<file path="config.mk">
export PLATFORM = sky130hd
export DESIGN_NAME = keypad_scanner_flat
export DESIGN_NICKNAME = d
export VERILOG_FILES = /design/src/rtl/keypad_pkg.sv /design/src/rtl/keypad_if.sv /design/src/rtl/sync_2ff.sv /design/src/rtl/keypad_scanner.sv /design/src/flat_wrapper.sv
export SDC_FILE = /design/constraint.sdc
export NUM_CORES = 1
export LEC_CHECK = 0
export ABC_CLOCK_PERIOD_IN_PS = 2050
export CORE_MARGIN = 2
export CORE_UTILIZATION = 48
export CTS_BUF_LIST = sky130_fd_sc_hd__clkbuf_16
export DETAILED_ROUTE_END_ITERATION = 6
export PLACE_DENSITY = 0.67
export SETUP_SLACK_MARGIN = 0.02
export SLEW_MARGIN = 20
export SYNTH_ARGS = -nofsm -noshare
export SYNTH_HDL_FRONTEND = slang
export SYNTH_HIERARCHICAL = 1
export SYNTH_SLANG_ARGS = --single-unit
export TNS_END_PERCENT = 30
</file>
<file path="constraint.sdc">
create_clock -name clk -period 2.05 [get_ports clk]
set_input_delay 0.41 -clock clk [delete_from_list [all_inputs] [get_ports clk]]
set_output_delay 0.41 -clock clk [all_outputs]
set_load 0.01 [all_outputs]
</file>
<file path="src/rtl/keypad_pkg.sv">
// Shared types and constants for the 4x4 keypad scanner.
// Holds the scan FSM states, the key code table and the default timing constants.
package keypad_pkg;

  typedef enum logic {
    SCAN,
    EVAL
  } scanState_t;

  localparam int DEFAULT_SCAN_DIV       = 1000;
  localparam int DEFAULT_DEBOUNCE_SCANS = 4;

  // Indexed [row][column]; row 3 wraps the 0 key into the first column.
  localparam logic [3:0] KEY_CODES [4][4] = '{
    '{4'h1, 4'h2, 4'h3, 4'hA},
    '{4'h4, 4'h5, 4'h6, 4'hB},
    '{4'h7, 4'h8, 4'h9, 4'hC},
    '{4'h0, 4'hF, 4'hE, 4'hD}
  };

  function automatic logic [3:0] keyCode(input logic [1:0] row, input logic [1:0] col);
    return KEY_CODES[row][col];
  endfunction

endpackage

</file>
<file path="src/rtl/keypad_if.sv">
// Keypad matrix lines plus the debounced key report towards the decoder.
// The scanner is the master; the matrix/decoder side is the slave.
interface keypad_if;

  logic [3:0] col_n;
  logic [3:0] row_n;
  logic [3:0] keyValue;
  logic       keyPressed;
  logic       keyEvent;

  modport master (
    output col_n,
    output keyValue,
    output keyPressed,
    output keyEvent,
    input  row_n
  );

  modport slave (
    input  col_n,
    input  keyValue,
    input  keyPressed,
    input  keyEvent,
    output row_n
  );

endinterface

</file>
<file path="src/rtl/sync_2ff.sv">
// Two-flop synchronizer for the asynchronous, active-low row lines.
// Resets to all-ones so an idle (pulled-up) matrix is seen during and after reset.
module sync_2ff (
  input  logic       clk,
  input  logic       rst_n,
  input  logic [3:0] d,
  output logic [3:0] q
);

  logic [3:0] meta;

  always_ff @(posedge clk or negedge rst_n) begin
    if (!rst_n) begin
      meta <= 4'b1111;
      q    <= 4'b1111;
    end else begin
      meta <= d;
      q    <= meta;
    end
  end

endmodule

</file>
<file path="src/rtl/keypad_scanner.sv">
// 4x4 matrix keypad scanner: drives one column at a time, samples the rows,
// and debounces whole-sweep results into a stable key report.
module keypad_scanner
  import keypad_pkg::*;
#(
  parameter int SCAN_DIV       = DEFAULT_SCAN_DIV,
  parameter int DEBOUNCE_SCANS = DEFAULT_DEBOUNCE_SCANS
) (
  input  logic     clk,
  input  logic     rst_n,
  keypad_if.master keys
);

  localparam logic [15:0] DIV_LAST   = 16'(SCAN_DIV - 1);
  localparam logic [3:0]  DEB_TARGET = 4'(DEBOUNCE_SCANS);

  scanState_t state, nextState;
  logic        running;
  logic [1:0]  col, nextCol;
  logic [15:0] divCnt, nextDiv;
  logic        sampleNow;
  logic        evalNow;
  logic [3:0]  colDrive, colReg;

  logic [3:0]  syncRow;
  logic        rowHit;
  logic [1:0]  firstRow;

  logic        hitFound;
  logic [3:0]  hitCode;
  logic [3:0]  prevCode;
  logic [3:0]  matchCnt, matchNext;
  logic [3:0]  releaseCnt, releaseNext;
  logic [3:0]  keyValueReg;
  logic        keyPressedReg;
  logic        keyEventReg;

  function automatic logic [3:0] satInc(input logic [3:0] v);
    return (v >= DEB_TARGET) ? DEB_TARGET : v + 4'd1;
  endfunction

  sync_2ff rowSync (
    .clk  (clk),
    .rst_n(rst_n),
    .d    (keys.row_n),
    .q    (syncRow)
  );

  // Lowest active row wins within a column.
  always_comb begin
    rowHit   = (syncRow != 4'b1111);
    firstRow = 2'd0;
    for (int r = 3; r >= 0; r--) begin
      if (!syncRow[r]) firstRow = 2'(r);
    end
  end

  // The first clock after reset only starts the scan, so column 0 gets its full SCAN_DIV cycles.
  always_comb begin
    nextState = state;
    nextCol   = col;
    nextDiv   = divCnt;
    sampleNow = 1'b0;
    if (running) begin
      case (state)
        SCAN: begin
          if (divCnt == DIV_LAST) begin
            sampleNow = 1'b1;
            nextDiv   = 16'd0;
            if (col == 2'd3) nextState = EVAL;
            else             nextCol   = col + 2'd1;
          end else begin
            nextDiv = divCnt + 16'd1;
          end
        end
        EVAL: begin
          nextState = SCAN;
          nextCol   = 2'd0;
        end
      endcase
    end
    colDrive = (nextState == EVAL) ? 4'b1111 : (4'b1111 ^ (4'b0001 << nextCol));
  end

  always_ff @(posedge clk or negedge rst_n) begin
    if (!rst_n) begin
      state   <= SCAN;
      col     <= 2'd0;
      divCnt  <= 16'd0;
      running <= 1'b0;
      colReg  <= 4'b1111;
    end else begin
      state   <= nextState;
      col     <= nextCol;
      divCnt  <= nextDiv;
      running <= 1'b1;
      colReg  <= colDrive;
    end
  end

  assign evalNow = running && (state == EVAL);

  always_comb begin
    matchNext = 4'd0;
    if (hitFound) begin
      matchNext = (matchCnt != 4'd0 && hitCode == prevCode) ? satInc(matchCnt) : 4'd1;
    end
    releaseNext = hitFound ? 4'd0 : satInc(releaseCnt);
  end

  // Press debounce runs only while released and release debounce only while pressed,
  // so the reported key is frozen for the whole duration of a press.
  always_ff @(posedge clk or negedge rst_n) begin
    if (!rst_n) begin
      hitFound      <= 1'b0;
      hitCode       <= 4'd0;
      prevCode      <= 4'd0;
      matchCnt      <= 4'd0;
      releaseCnt    <= 4'd0;
      keyValueReg   <= 4'd0;
      keyPressedReg <= 1'b0;
      keyEventReg   <= 1'b0;
    end else begin
      keyEventReg <= 1'b0;
      if (sampleNow && !hitFound && rowHit) begin
        hitFound <= 1'b1;
        hitCode  <= keyCode(firstRow, col);
      end
      if (evalNow) begin
        hitFound <= 1'b0;
        prevCode <= hitCode;
        if (!keyPressedReg) begin
          if (matchNext == DEB_TARGET) begin
            keyPressedReg <= 1'b1;
            keyValueReg   <= hitCode;
            keyEventReg   <= 1'b1;
            matchCnt      <= 4'd0;
            releaseCnt    <= 4'd0;
          end else begin
            matchCnt <= matchNext;
          end
        end else begin
          if (releaseNext == DEB_TARGET) begin
            keyPressedReg <= 1'b0;
            releaseCnt    <= 4'd0;
            matchCnt      <= 4'd0;
          end else begin
            releaseCnt <= releaseNext;
          end
        end
      end
    end
  end

  assign keys.col_n      = colReg;
  assign keys.keyValue   = keyValueReg;
  assign keys.keyPressed = keyPressedReg;
  assign keys.keyEvent   = keyEventReg;

endmodule

</file>
<file path="src/flat_wrapper.sv">
// flat-port wrapper written by rule: the top's interface ports become plain ports
module keypad_scanner_flat import keypad_pkg::*;
#(
  parameter int SCAN_DIV       = DEFAULT_SCAN_DIV,
  parameter int DEBOUNCE_SCANS = DEFAULT_DEBOUNCE_SCANS
)
  (clk, rst_n, keys_col_n, keys_keyValue, keys_keyPressed, keys_keyEvent, keys_row_n);
  keypad_if keys_i ();
  input  logic clk;
  input  logic rst_n;
  output wire logic [$bits(keys_i.col_n)-1:0] keys_col_n;
  output wire logic [$bits(keys_i.keyValue)-1:0] keys_keyValue;
  output wire logic [$bits(keys_i.keyPressed)-1:0] keys_keyPressed;
  output wire logic [$bits(keys_i.keyEvent)-1:0] keys_keyEvent;
  input wire logic [$bits(keys_i.row_n)-1:0] keys_row_n;
  assign keys_col_n = keys_i.col_n;
  assign keys_keyValue = keys_i.keyValue;
  assign keys_keyPressed = keys_i.keyPressed;
  assign keys_keyEvent = keys_i.keyEvent;
  assign keys_i.row_n = keys_row_n;
  keypad_scanner #(.SCAN_DIV(SCAN_DIV), .DEBOUNCE_SCANS(DEBOUNCE_SCANS)) u_core (.clk(clk), .rst_n(rst_n), .keys(keys_i));
endmodule
</file>
==> results of run 1 <==
-- placed cells by master (no fill, tap or decap), drive strengths merged, types with 2 or more instances in the layout --
master | synthesis | layout
nor3 | 7 | 7
xor2 | 4 | 4
a21o | 5 | 5
ha | 6 | 6
dfstp | 12 | 12
or3 | 2 | 2
xnor2 | 16 | 16
and4 | 2 | 2
nand2 | 19 | 19
nand3b | 4 | 4
nor2 | 19 | 19
nor3b | 2 | 2
nand3 | 6 | 6
o21ai | 9 | 9
nand4 | 8 | 8
a21oi | 7 | 7
dfrtp | 43 | 43
a311oi | 2 | 2
buf | 4 | 6
and2 | 6 | 6
nand4b | 2 | 2
clkdlybuf4s50 | 0 | 14
inv | 7 | 8
a32o | 2 | 2
mux2 | 9 | 9
clkinv | 0 | 2
clkbuf | 2 | 5
-- critical path, cell delays in order (launching register included) --
cell and delay (ns):
dfstp_2 0.54, inv_1 0.05, o21ai_2 0.18, nand2_1 0.15
ha_1 0.33, nor2_1 0.05, a311oi_1 0.23, a311oi_1 0.08
a21o_1 0.17
-- metal layers --
metal	track usage	share of wire	wire length, um
met3	0.04101	0.028	111
met5	0	0	0
met1	0.2149	0.49	1960
met2	0.2500	0.48	1912
met4	0.04678	0.0087	35
-- area by class of cell --
class	count	area, um2
Fill cell	432	2181
Multi-Input combinational cell	151	1020
Inverter	7	26.28
Clock inverter	3	16.27
Sequential cell	55	1391
Clock buffer	5	125.1
Timing Repair Buffer	20	195.2
Tap cell	70	87.58
-- registers in the layout (all words and copies together), names as in the netlist --
register	count
u_core/hitCode	4
u_core/releaseCnt	4
u_core/rowSync/q	4
u_core/hitFound	1
u_core/keys.keyValue	4
u_core/matchCnt	4
u_core/rowSync/meta	4
u_core/running	1
u_core/keys.col_n	4
u_core/col	2
u_core/keys.keyEvent	1
u_core/prevCode	4
u_core/state	1
u_core/divCnt	16
u_core/keys.keyPressed	1
-- logic make-up (layout without fill, tap and decap cells) --
| kind of cell | after synthesis | in the layout | share of synthesized area |
|---|---|---|---|
| adder cells (fa/ha/maj) | 6 | 6 | 0.03026 |
| flip-flops | 55 | 55 | 0.5608 |
| XOR/XNOR | 20 | 20 | 0.07060 |
| buffers and inverters | 13 | 35 | 0.03328 |
| other | 1 | 1 | 0.001511 |
| multiplexers | 10 | 10 | 0.04488 |
| AO/OA/AOI/OAI | 30 | 30 | 0.07767 |
| AND/OR/NAND/NOR | 84 | 84 | 0.1810 |
-- how the worst max path moves through the flow --
stage	startpoint	end	slack, ns
floorplan	u_core/rowSync/q[2]$_DFF_PN1_	u_core/hitCode[2]$_DFFE_PN0P_	0.22
CTS	u_core/rowSync/q[2]$_DFF_PN1_	u_core/hitCode[2]$_DFFE_PN0P_	0.08
finish	u_core/rowSync/q[2]$_DFF_PN1_	u_core/hitCode[2]$_DFFE_PN0P_	0.17
detailed placement	u_core/rowSync/q[2]$_DFF_PN1_	u_core/hitCode[2]$_DFFE_PN0P_	0.007
global route	u_core/rowSync/q[0]$_DFF_PN1_	u_core/hitCode[2]$_DFFE_PN0P_	0.03
global placement	u_core/rowSync/q[2]$_DFF_PN1_	u_core/hitCode[2]$_DFFE_PN0P_	0.10
-- per-stage QoR --
step             util  instances
2_1_floorplan       -        219
3_3_place_gp   0.5370        303
3_5_place_dp   0.5370        303
4_1_cts        0.5650        311
5_1_grt        0.5675        311
6_report       0.5675        311
-- report_power, final --
group,leakage (uW),switching (uW),internal [uW]
combinational,0.000480,70.3,73.2
clock,0.0000726,354,446
sequential,0.000715,65.5,1150
total,0.00127,490,1670
-- repair_timing --
action	4_1_cts	5_1_grt
setup buffers	0	0
pin swaps	0	1
endpoints found under the setup margin	1	6
resized for setup	1	5
==> results.py, run 1 <==
metrics = {
    "global_route": {
        "overflow": 0,
        "grt_max_degree": 56,
        "antenna_found_initial": 0,
        "grt_pass1_wl_um": 6817,
        "track_usage": 0.1580,
        "first_global_vias": 1539,
    },
    "sta": {
        "fmax_ghz": 0.5328,
        "setup_viol": 0,
        "final_max_slew_viol_count": 0,
        "fin_setup_tns_ns": 0,
        "skew_ns": 0.006682,
        "setup_ws_ns": 0.1733,
        "rsz0062_at_grt": "false",
        "hold_viol_final": 0,
        "fin_crit_ns": 1.877,
        "timing.hold.ws_ns": 0.1029,
        "period_share": 0.9155,
    },
    "logic_synthesis": {
        "synthTopCellsByArea": "dfrtp_1, dfstp_2, xnor2_1",
        "ys_warn_count": 6,
        "synth_area_um2": 2481,
        "synth_top_cell_by_area": "dfrtp_1",
        "synth_edf_count": 0,
        "yosysSeqAreaShare": 0.5608,
        "yosysUniqueCellTypes": 46,
        "synth_nets": 231,
        "synth_top_flop_cell": "dfrtp_1",
        "synthTopCellsByCount": "dfrtp_1, nand2_1, nor2_1",
        "syn_inst": 219,
        "yosysMostFrequentCell": "dfrtp_1",
        "synth_top_area_frac": 0.4337,
        "async_flop_share": 1.000,
        "synth_area_per_cell_um2": 11.33,
        "ys_ff_latch": 55,
    },
    "placement": {
        "detailedPlace.worstSlack_ns": 0.007342,
        "gp_congestion": 0.8511,
        "io_buffers": 15,
        "dp.final_hpwl_um": 2749,
        "dpl_cell_area_um2": 2708,
    },
    "worst_setup_path": {
        "regToRegSetupSlack_ns": 0.17,
        "cp-start-kind": "register",
        "worstReg2RegEnd": "u_core/hitCode[2]$_DFFE_PN0P_",
        "worst-path-max-fanout": 3,
        "setup.worst_path.end_class": "register",
        "timing.rr.start": "u_core/rowSync/q[2]$_DFF_PN1_",
        "worstSetupPathType": "register to register",
        "r2r.worst_path.cells": 8,
        "crit_arrival_ns": 2.05,
        "required_ns": 2.23,
    },
    "pwr": {
        "power_leakage_uw": 0.001267,
        "p_total_uw": 2158,
        "power_density_nw_per_um2": 754.3,
        "ir_worst_vdd_mv": 0.6515,
    },
    "die": {
        "core_area_um2": 5042,
        "die_area_um2": 5760,
        "ios": 16,
        "die_h_um": 75.90,
        "rows": 26,
        "start_util": 0.4921,
        "die_x_um": 75.90,
    },
    "clock_tree": {
        "cts_num_sinks": 55,
        "clock_latency_ns": 0.28,
        "cts_root_buf": "clkbuf_16",
        "tritoncts": "built",
        "cts_buffers": 5,
        "path_clk_slew_ns": 0.07,
        "cts_hold_buf": 0,
        "cts_max_path_buffers": 2,
        "htreeDepth": 2,
    },
    "drt": {
        "first_pass_iters": 4,
        "routed-via-count": 1610,
        "wl_um": 4019,
        "wire_per_inst_um": 12.92,
        "viasPerCell": 5.177,
        "drc": 0,
        "drtIter0Drc": 95,
        "ant_nets": 0,
    },
    "outcome": {
        "outcome": "completed",
    },
    "finish": {
        "areaGrowthSynthToFinish_pct": 15.33,
        "fin_area_um2": 2861,
        "drive_gt1_frac": 0.1826,
        "nets": 252,
        "num_antenna_cells": 0,
    },
    "worst_hold_path": {
        "hold_path.class": "input port to async pin",
    },
    "run": {
        "maxCapViolations": 0,
    },
}
Power figures use the tool's default switching activity.
==> inputs of run 2 (changes only) <==
--- a/config.mk
+++ b/config.mk
@@ -5,7 +5,7 @@
 export SDC_FILE = /design/constraint.sdc
 export NUM_CORES = 1
 export LEC_CHECK = 0
-export ABC_CLOCK_PERIOD_IN_PS = 2050
+export ABC_CLOCK_PERIOD_IN_PS = 2150
 export CORE_MARGIN = 2
 export CORE_UTILIZATION = 48
 export CTS_BUF_LIST = sky130_fd_sc_hd__clkbuf_16
==> constraint.sdc (replaced) <==
create_clock -name clk -period 2.15 [get_ports clk]
set_input_delay 0.43 -clock clk [delete_from_list [all_inputs] [get_ports clk]]
set_output_delay 0.43 -clock clk [all_outputs]
set_load 0.01 [all_outputs]
==> run 2 against run 1 <==
Final cell count shrank 0.64%. Via count shrank 1.5%. Die area is the same. Clock-buffer cell count is the same. Worst setup slack gained 0.025 ns. Sequential power shrank 4%.
==> results.py, run 2 (synthesis results as in run 1) <==
metrics = {
    "outcome": {
        "outcome": "completed",
    },
    "clock_tree": {
        "tritoncts": "built",
        "cts_root_buf": "clkbuf_16",
        "htreeDepth": 2,
        "cts_num_sinks": 55,
        "cts_max_path_buffers": 2,
        "cts_hold_buf": 0,
        "clock_latency_ns": 0.29,
        "cts_buffers": 5,
        "cts_setup_buffers": 0,
        "path_clk_slew_ns": 0.07,
    },
    "drt": {
        "wire_per_inst_um": 12.61,
        "viasPerCell": 5.133,
        "wl_um": 3895,
        "ant_nets": 0,
        "drtIter0Drc": 44,
        "first_pass_iters": 4,
        "drc": 0,
        "routed-via-count": 1586,
    },
    "run": {
        "maxCapViolations": 0,
    },
    "finish": {
        "areaGrowthSynthToFinish_pct": 15.28,
        "largest_reg_flops": 16,
        "drive_gt1_frac": 0.1632,
        "num_antenna_cells": 0,
        "regMostFlops": "u_core/divCnt",
        "final_common_cell": "dfrtp_1",
        "nets": 250,
        "final_cell_mix": "dfrtp_1, nand2_1, nor2_1",
        "fin_area_um2": 2860,
        "fin_cells": 309,
    },
    "worst_setup_path": {
        "worst-path-max-fanout": 9,
        "setup.worst_path.end_class": "register",
        "worst-path-buf-inv": 0,
        "slowest_stage": "dfrtp_1",
        "worstSetupPathType": "register to register",
        "required_ns": 2.37,
        "cpPeakStageDelay_ns": 0.41,
        "cp-start-kind": "register",
        "path_cells": "ha_1 > nor4b_1 > and4_1 > and2_4 > xnor2_1 > or3_1",
        "crit_arrival_ns": 2.17,
        "regToRegSetupSlack_ns": 0.20,
        "cpLargestDelayFamily": "simple AND/OR/NAND/NOR gates",
    },
    "pwr": {
        "power_density_nw_per_um2": 766.7,
        "power_leakage_uw": 0.001263,
        "ir_worst_vdd_mv": 0.4202,
    },
    "worst_hold_path": {
        "hold_path.class": "input port to async pin",
    },
    "global_route": {
        "grt_pass1_wl_um": 6672,
        "grt-busiest-layer": "met2",
        "grt_max_degree": 33,
        "grt_use_met2": 0.2289,
        "overflow": 0,
        "met1_usage": 0.2142,
        "track_usage": 0.1564,
        "antenna_found_initial": 0,
        "first_global_vias": 1461,
        "use_met3": 0.05026,
    },
    "sta": {
        "fin_crit_ns": 1.952,
        "skew_ns": 0.004555,
        "rsz0062_at_grt": "false",
        "fmax_ghz": 0.5123,
        "setup_ws_ns": 0.1980,
        "timing.hold.ws_ns": 0.1095,
        "final_max_slew_viol_count": 0,
        "setup_viol": 0,
        "slew_headroom": 0.6555,
        "period_share": 0.9079,
        "fin_setup_tns_ns": 0,
        "worst_pin_slew_ns": 0.5168,
        "hold_viol_final": 0,
    },
    "placement": {
        "dp.final_hpwl_um": 2790,
        "dpl_cell_area_um2": 2693,
        "io_buffers": 15,
        "detailedPlace.worstSlack_ns": 0.1422,
        "placed_cells": 301,
        "gp_congestion": 0.8967,
    },
    "die": {
        "ios": 16,
        "die_area_um2": 5760,
        "die_h_um": 75.90,
        "rows": 26,
        "core_area_um2": 5042,
        "start_util": 0.4921,
        "die_x_um": 75.90,
    },
}
[run 2: changes by cell type in the layout (fill, tap and decap cells not counted)]
| cell | change |
|---|---|
| nor3_2 | -1 |
| and4_2 | -1 |
| nand2_1 | +1 |
| o21ai_0 | +1 |
| o21ai_2 | -1 |
| clkinv_4 | -1 |
| nand2_2 | -1 |
| inv_1 | -1 |
| bufinv_16 | +1 |
| buf_4 | -2 |
| nor3_1 | +1 |
| inv_6 | +1 |
| and4_1 | +1 |
[run 2: metal layers]
metal	vias up	share of wire
met5	-	0
li1	800	-
met2	20	0.44
met1	762	0.51
met4	0	0.012
met3	4	0.034
[run 2: final timing paths]
kind	startpoint	to	depth (start not counted)
max reg2reg	u_core/divCnt[0]$_DFFE_PN0P_	u_core/keys.col_n[3]$_DFF_PN1_	6
max	u_core/divCnt[0]$_DFFE_PN0P_	u_core/keys.col_n[3]$_DFF_PN1_	6
min reg2reg	u_core/rowSync/meta[0]$_DFF_PN1_	u_core/rowSync/q[0]$_DFF_PN1_	0
min	rst_n	u_core/divCnt[14]$_DFFE_PN0P_	1
max in group asynchronous	rst_n	u_core/keys.col_n[1]$_DFF_PN1_	2
min in group clk	u_core/rowSync/meta[0]$_DFF_PN1_	u_core/rowSync/q[0]$_DFF_PN1_	0
[run 2: power breakdown]
group	internal [uW]	switching [uW]
registers	1090	67.7
logic	66.4	64.8
clock network	549	350
[run 2: what timing repair did]
item	in CTS	in global routing
setup endpoints to repair	0	1
endpoints found under the hold margin	0	0
gates resized for setup	0	1
[run 2: cell type report]
| class | instances | area (um2) |
|---|---|---|
| Tap cell | 70 | 87.58 |
| Fill cell | 467 | 2182 |
| Timing Repair Buffer | 18 | 180.2 |
| Inverter | 7 | 26.28 |
| Clock inverter | 3 | 42.54 |
| Multi-Input combinational cell | 151 | 1007 |
| Clock buffer | 5 | 125.1 |
| Sequential cell | 55 | 1391 |
[run 2: worst register-to-register path, cell delays in order, from the launching register on]
cell	delay, ns
dfrtp_1	0.41
ha_1	0.20
nor4b_1	0.22
and4_1	0.40
and2_4	0.27
xnor2_1	0.07
or3_1	0.31
[run 2: metrics by stage]
step             util  total power (uW)
2_1_floorplan       -              1252
3_5_place_dp   0.5340              1314
4_1_cts        0.5672              2225
3_3_place_gp   0.5340              1308
6_report       0.5672              2193
5_1_grt        0.5672              2293
